[src/rtl/differentiator_pkg.sv]
// Shared arithmetic helpers for the differentiator: constant clog2 and derived widths.
package differentiator_pkg;

    // Ceiling log2 for elaboration-time width calculations; clog2(0) = clog2(1) = 0.
    function automatic int unsigned f_clog2(input int unsigned value);
        int unsigned result;
        int unsigned remaining;
        result    = 0;
        remaining = (value > 0) ? value - 1 : 0;
        while (remaining > 0) begin
            result    = result + 1;
            remaining = remaining >> 1;
        end
        return result;
    endfunction

    // Pointer width addressing `depth` entries, never narrower than one bit.
    function automatic int unsigned f_ptr_width(input int unsigned depth);
        return (f_clog2(depth) < 1) ? 1 : f_clog2(depth);
    endfunction

    // Counter width able to hold the value `depth` itself (saturating fill count).
    function automatic int unsigned f_count_width(input int unsigned depth);
        return (f_clog2(depth + 1) < 1) ? 1 : f_clog2(depth + 1);
    endfunction

endpackage : differentiator_pkg

[src/rtl/differentiator_delay_line.sv]
// Circular history buffer of p_DEPTH samples; o_OLDEST is the entry about to be overwritten.
module delay_line
    import differentiator_pkg::*;
#(
    parameter int unsigned p_DATA_WIDTH = 8,
    parameter int unsigned p_DEPTH      = 1
) (
    input  logic                    i_CLK,
    input  logic                    i_RST,
    input  logic                    i_CLK_EN,
    input  logic                    i_WR,
    input  logic [p_DATA_WIDTH-1:0] i_DATA,
    output logic [p_DATA_WIDTH-1:0] o_OLDEST
);

    localparam int unsigned PTR_W = f_ptr_width(p_DEPTH);
    localparam logic [PTR_W-1:0] LAST_PTR = PTR_W'(p_DEPTH - 1);

    logic [p_DATA_WIDTH-1:0] mem_q [p_DEPTH];
    logic [p_DATA_WIDTH-1:0] mem_d [p_DEPTH];
    logic [PTR_W-1:0]        wr_ptr_q;
    logic [PTR_W-1:0]        wr_ptr_d;
    logic                    write_en;

    assign write_en = i_CLK_EN & i_WR;

    // Read side sees the old entry; the write lands on the clock edge.
    assign o_OLDEST = mem_q[wr_ptr_q];

    always_comb begin
        mem_d    = mem_q;
        wr_ptr_d = wr_ptr_q;
        if (write_en) begin
            mem_d[wr_ptr_q] = i_DATA;
            wr_ptr_d        = (wr_ptr_q == LAST_PTR) ? '0 : wr_ptr_q + PTR_W'(1);
        end
    end

    always_ff @(posedge i_CLK) begin
        if (i_RST) begin
            mem_q    <= '{default: '0};
            wr_ptr_q <= '0;
        end else begin
            mem_q    <= mem_d;
            wr_ptr_q <= wr_ptr_d;
        end
    end

endmodule : delay_line

[src/rtl/differentiator.sv]
// Modular first-difference stage: y[n] = x[n] - x[n-p_DELAY], registered, with primed flag.
module differentiator
    import differentiator_pkg::*;
#(
    parameter int unsigned p_DATA_WIDTH = 8,
    parameter int unsigned p_DELAY      = 1
) (
    input  logic                    i_CLK,
    input  logic                    i_RST,
    input  logic                    i_CLK_EN,
    input  logic                    i_VALID,
    input  logic [p_DATA_WIDTH-1:0] i_SAMPLE,
    output logic                    o_VALID,
    output logic [p_DATA_WIDTH-1:0] o_DIFFERENCE,
    output logic                    o_PRIMED
);

    localparam int unsigned CNT_W = f_count_width(p_DELAY);
    localparam logic [CNT_W-1:0] FULL_CNT = CNT_W'(p_DELAY);

    logic                    accept;
    logic [p_DATA_WIDTH-1:0] oldest;

    logic [p_DATA_WIDTH-1:0] diff_q,   diff_d;
    logic                    valid_q,  valid_d;
    logic                    primed_q, primed_d;
    logic [CNT_W-1:0]        fill_q,   fill_d;

    assign accept = i_CLK_EN & i_VALID;

    delay_line #(
        .p_DATA_WIDTH (p_DATA_WIDTH),
        .p_DEPTH      (p_DELAY)
    ) u_delay_line (
        .i_CLK    (i_CLK),
        .i_RST    (i_RST),
        .i_CLK_EN (i_CLK_EN),
        .i_WR     (i_VALID),
        .i_DATA   (i_SAMPLE),
        .o_OLDEST (oldest)
    );

    // Disabled cycles hold everything, so a valid pulse stretches across them.
    always_comb begin
        diff_d   = diff_q;
        valid_d  = valid_q;
        primed_d = primed_q;
        fill_d   = fill_q;
        if (i_CLK_EN) begin
            valid_d = 1'b0;
        end
        if (accept) begin
            diff_d   = i_SAMPLE - oldest;
            valid_d  = 1'b1;
            fill_d   = (fill_q == FULL_CNT) ? fill_q : fill_q + CNT_W'(1);
            primed_d = (fill_d == FULL_CNT);
        end
    end

    always_ff @(posedge i_CLK) begin
        if (i_RST) begin
            diff_q   <= '0;
            valid_q  <= 1'b0;
            primed_q <= 1'b0;
            fill_q   <= '0;
        end else begin
            diff_q   <= diff_d;
            valid_q  <= valid_d;
            primed_q <= primed_d;
            fill_q   <= fill_d;
        end
    end

    assign o_DIFFERENCE = diff_q;
    assign o_VALID      = valid_q;
    assign o_PRIMED     = primed_q;

`ifdef FORMAL
    logic f_past_valid = 1'b0;

    always_ff @(posedge i_CLK) begin
        f_past_valid <= 1'b1;
        if (f_past_valid) begin
            if ($past(i_RST)) begin
                assert (o_DIFFERENCE == '0 && !o_VALID && !o_PRIMED);
            end else if ($past(accept)) begin
                assert (o_DIFFERENCE == p_DATA_WIDTH'($past(i_SAMPLE) - $past(oldest)));
                assert (o_VALID);
            end else if (!$past(i_CLK_EN)) begin
                assert (o_DIFFERENCE == $past(o_DIFFERENCE));
                assert (o_VALID == $past(o_VALID));
                assert (o_PRIMED == $past(o_PRIMED));
            end
        end
    end
`endif

endmodule : differentiator

[config.mk]
export PLATFORM = sky130hd
export DESIGN_NAME = differentiator
export DESIGN_NICKNAME = d
export VERILOG_FILES = /design/src/rtl/differentiator_pkg.sv /design/src/rtl/differentiator_delay_line.sv /design/src/rtl/differentiator.sv
export SDC_FILE = /design/constraint.sdc
export NUM_CORES = 1
export LEC_CHECK = 0
export BUFFER_PORTS_ARGS = -buffer_cell sky130_fd_sc_hd__buf_4
export CAP_MARGIN = 20
export CORE_UTILIZATION = 35
export CTS_BUF_LIST = sky130_fd_sc_hd__clkbuf_8
export DETAILED_ROUTE_END_ITERATION = 10
export PLACE_DENSITY = 0.65
export SLEW_MARGIN = 20
export SYNTH_ARGS = -nofsm -noshare
export SYNTH_HDL_FRONTEND = slang
export SYNTH_SLANG_ARGS = --single-unit
[constraint.sdc]
create_clock -name i_CLK -period 2.95 [get_ports i_CLK]
set_clock_uncertainty 0.1 [all_clocks]
set_input_delay 0.59 -clock i_CLK [delete_from_list [all_inputs] [get_ports i_CLK]]
set_output_delay 0.59 -clock i_CLK [all_outputs]
set_load 0.005 [all_outputs]
==> flow_summary.ini <==
[cts]
clockRootBuffer = clkbuf_8
cts_hold_buf = 0
cts_resized = 0
cts-buffers-inserted = 3
clock_sinks = 18
insertion_delay_ns = 0.25
cts_setup_buffers = 0
cts_max_level = 1
clk_path_buf_depth = 2
cts_tree = built
clk_pin_slew_ns = 0.07

[logic_synthesis]
synth.avg_cell_area_um2 = 7.86
synth_top_family_by_area = simple AND/OR/NAND/NOR gates
synth_xor_area_share_pct = 2.79
synthAdderAreaFrac_pct = 11.4
synthSimpleGateAreaFrac_pct = 21.9
syn-num-nets = 140
synth_cell_types = 28
synthCells = 120
synth_seq_cells = 18
syn_area_um2 = 943
synth_compound_area_share_pct = 19.0
yosysWarnings = 0
muxShareOfSynthArea_pct = 0
ys_seq_area_share_pct = 38.2

[global_route]
grt-ovfl-total = 0
grt_max_degree = 22
grt_pass1_vias = 747
grt_first_pass_wirelength_mm = 3.13
antenna_found_initial = 0
grt_util_all_layers_pct = 15.0

[pwr]
p_total_mw = 0.577
leakage_nw = 0.486
peakVddDrop_v = 0.000335
p_per_area_nw_per_um2 = 491

[critical_path]
path_depth = 9
cp_top_family = adder cells
critPathMaxStageDelay_ns = 0.39
crit_top_cell = inv_1
arrival_ns = 2.01
reg2reg_to = o_DIFFERENCE[6]$_SDFFE_PP0P_
regToRegStartpoint = u_delay_line.mem_q[0]$_SDFFE_PP0P_
end_kind = flip-flop
r2r_slack_ns = 1.12
cp_max_fo = 2
reg2reg_depth = 7
cp.required_ns = 2.99
cp_num_buf_inv = 3
cp_slowest_cell = fa_1
cp-startpoint = i_SAMPLE[0]
crit_chain = buf_4 > inv_1 > ha_1 > inv_1 > fa_1 > a21o_1 > a211oi_1 > or3_1 > nand3_1
start_kind = input port
endpoint = o_DIFFERENCE[6]$_SDFFE_PP0P_
worstSetupPathType = in2reg

[drt]
drt_iter0_markers = 10
firstDrtPassIters = 4
via_per_inst = 5.12
drt_wl_total_mm = 1.95
drc = 0
vias = 870
ant_nets = 0
post_drt_wl_per_cell_um = 11.5

[finish]
diodes = 0
fillCellCount = 257
syn_to_final_growth_pct = 24.5
drive_gt1_share_pct = 18.6
nNetsFinal = 161

[floorplan]
fp.dieW_um = 53.9
rows = 18
start_util_pct = 37.4
coreArea_um2 = 2520
io-pin-count = 22
die_y_um = 53.9
dieArea_um2 = 2910

[sta]
max_slew.worst_pin.slew_ns = 0.611
min_period_over_period_pct = 66.9
fin_tns_setup_ns = 0
relSlewSlack_pct = 59.3
slew_violations = 0
hold_viol_final = 0
finalCriticalPeriod_ns = 1.97
fin_hold_ws_ns = 0.356
finalSetupViolCount = 0
rsz0062_at_grt = no
max_freq_mhz = 507

[job]
cap_violations = 0

[placement]
globalplace.congestion = 0.759
io_buffers = 21
hpwlAfterDp_mm = 1.44

[worst_hold_path]
min_path_type = reg2reg

[outcome]
outcome = completed
==> flip-flops by register name, indices dropped and copies added, names as in the netlist <==
name                count
o_DIFFERENCE            8
u_delay_line.mem_q      8
fill_q                  1
o_VALID                 1
==> routing by layer <==
layer	routed length (um)	part of all wire (%)	GRT usage, %
met1	888	45	18.6
met2	961	49	25.3
met3	74	3.8	3.39
met4	29	1.5	5.26
met5	0	0	0
==> power breakdown <==
group / internal (mW) / total [mW] / switching, mW / leakage, nW
logic: 0.0508 / 0.108 / 0.0568 / 0.310
registers: 0.258 / 0.265 / 0.00750 / 0.148
clock network: 0.119 / 0.204 / 0.0852 / 0.0288
==> layout by cell type (no fill, tap or decap), types with 2 or more instances in the layout <==
master and count:
a211oi_1 3, inv_1 10, dfxtp_1 18, nand3b_1 2, nor3_1 2, a21oi_1 18
nand3_1 7, nand2_1 22, xor2_1 2, clkbuf_8 4, o21ai_1 2, o21ai_0 2
nor4b_1 2, ha_1 7, or3_1 2, buf_4 22, nor2_1 4
==> through the flow <==
step | std cells | setup slack, ns | instance area [um2] | util, %
floorplan | 120 | 0.925 | 943 | -
global placement | 166 | 0.743 | 1120 | 44.4
detailed placement | 166 | 0.719 | 1120 | 44.4
CTS | 170 | 0.967 | 1170 | 46.6
global route | 170 | 0.862 | 1170 | 46.6
finish | 170 | 0.977 | 1170 | 46.6
==> worst register-to-register path, cell delays in order, from the launching register on <==
cell      delay (ns)
dfxtp_1         0.34
ha_1            0.16
inv_1           0.05
fa_1            0.39
a21o_1          0.19
a211oi_1        0.26
or3_1           0.16
nand3_1         0.06
==> cell usage after synthesis (all sizes together) <==
master / count / area, um2
a211o: 1 / 8.76
a211oi: 3 / 22.5
a21o: 1 / 7.51
a21oi: 18 / 90.1
a31oi: 1 / 6.26
and2: 1 / 6.26
and3: 1 / 6.26
buf: 3 / 15.0
clkbuf: 3 / 11.3
dfxtp: 18 / 360
fa: 1 / 20.0
ha: 7 / 87.6
inv: 10 / 37.5
nand2: 22 / 82.6
nand2b: 1 / 6.26
nand3: 7 / 35.0
nand3b: 2 / 15.0
nor2: 4 / 15.0
nor3: 2 / 10.0
nor4b: 2 / 17.5
o21a: 1 / 7.51
o21ai: 4 / 20.0
o311ai: 1 / 8.76
o31ai: 1 / 7.51
or3: 2 / 12.5
xnor2: 1 / 8.76
xor2: 2 / 17.5
==> layout make-up <==
type	count	area (um2)	share of cell area, %
inverter	10	37.5	3.19
multi-input combinational	86	519	44.2
sequential	18	360	30.7
timing repair buffer	22	165	14.1
clock buffer	4	55.1	4.69
tap	30	37.5	3.19
==> logic make-up (layout without fill, tap and decap cells) <==
| kind of cell | count (synthesis) | in the layout |
|---|---|---|
| buffers and inverters | 16 | 36 |
| AND/OR/NAND/NOR | 44 | 44 |
| flip-flops | 18 | 18 |
| adder cells (fa/ha/maj) | 8 | 8 |
| XOR/XNOR | 3 | 3 |
| AO/OA/AOI/OAI | 31 | 31 |
==> worst min-delay path by stage <==
stage,slack (ns),startpoint,cells after the start,to
floorplan,0.34,u_delay_line.mem_q[1]$_SDFFE_PP0P_,2,u_delay_line.mem_q[1]$_SDFFE_PP0P_
detailed placement,0.35,u_delay_line.mem_q[3]$_SDFFE_PP0P_,2,u_delay_line.mem_q[3]$_SDFFE_PP0P_
CTS,0.36,u_delay_line.mem_q[3]$_SDFFE_PP0P_,2,u_delay_line.mem_q[3]$_SDFFE_PP0P_
finish,0.36,u_delay_line.mem_q[4]$_SDFFE_PP0P_,2,u_delay_line.mem_q[4]$_SDFFE_PP0P_
global route,0.37,u_delay_line.mem_q[3]$_SDFFE_PP0P_,2,u_delay_line.mem_q[3]$_SDFFE_PP0P_
global placement,0.34,u_delay_line.mem_q[3]$_SDFFE_PP0P_,2,u_delay_line.mem_q[3]$_SDFFE_PP0P_
(Power assumes the default switching activity.)
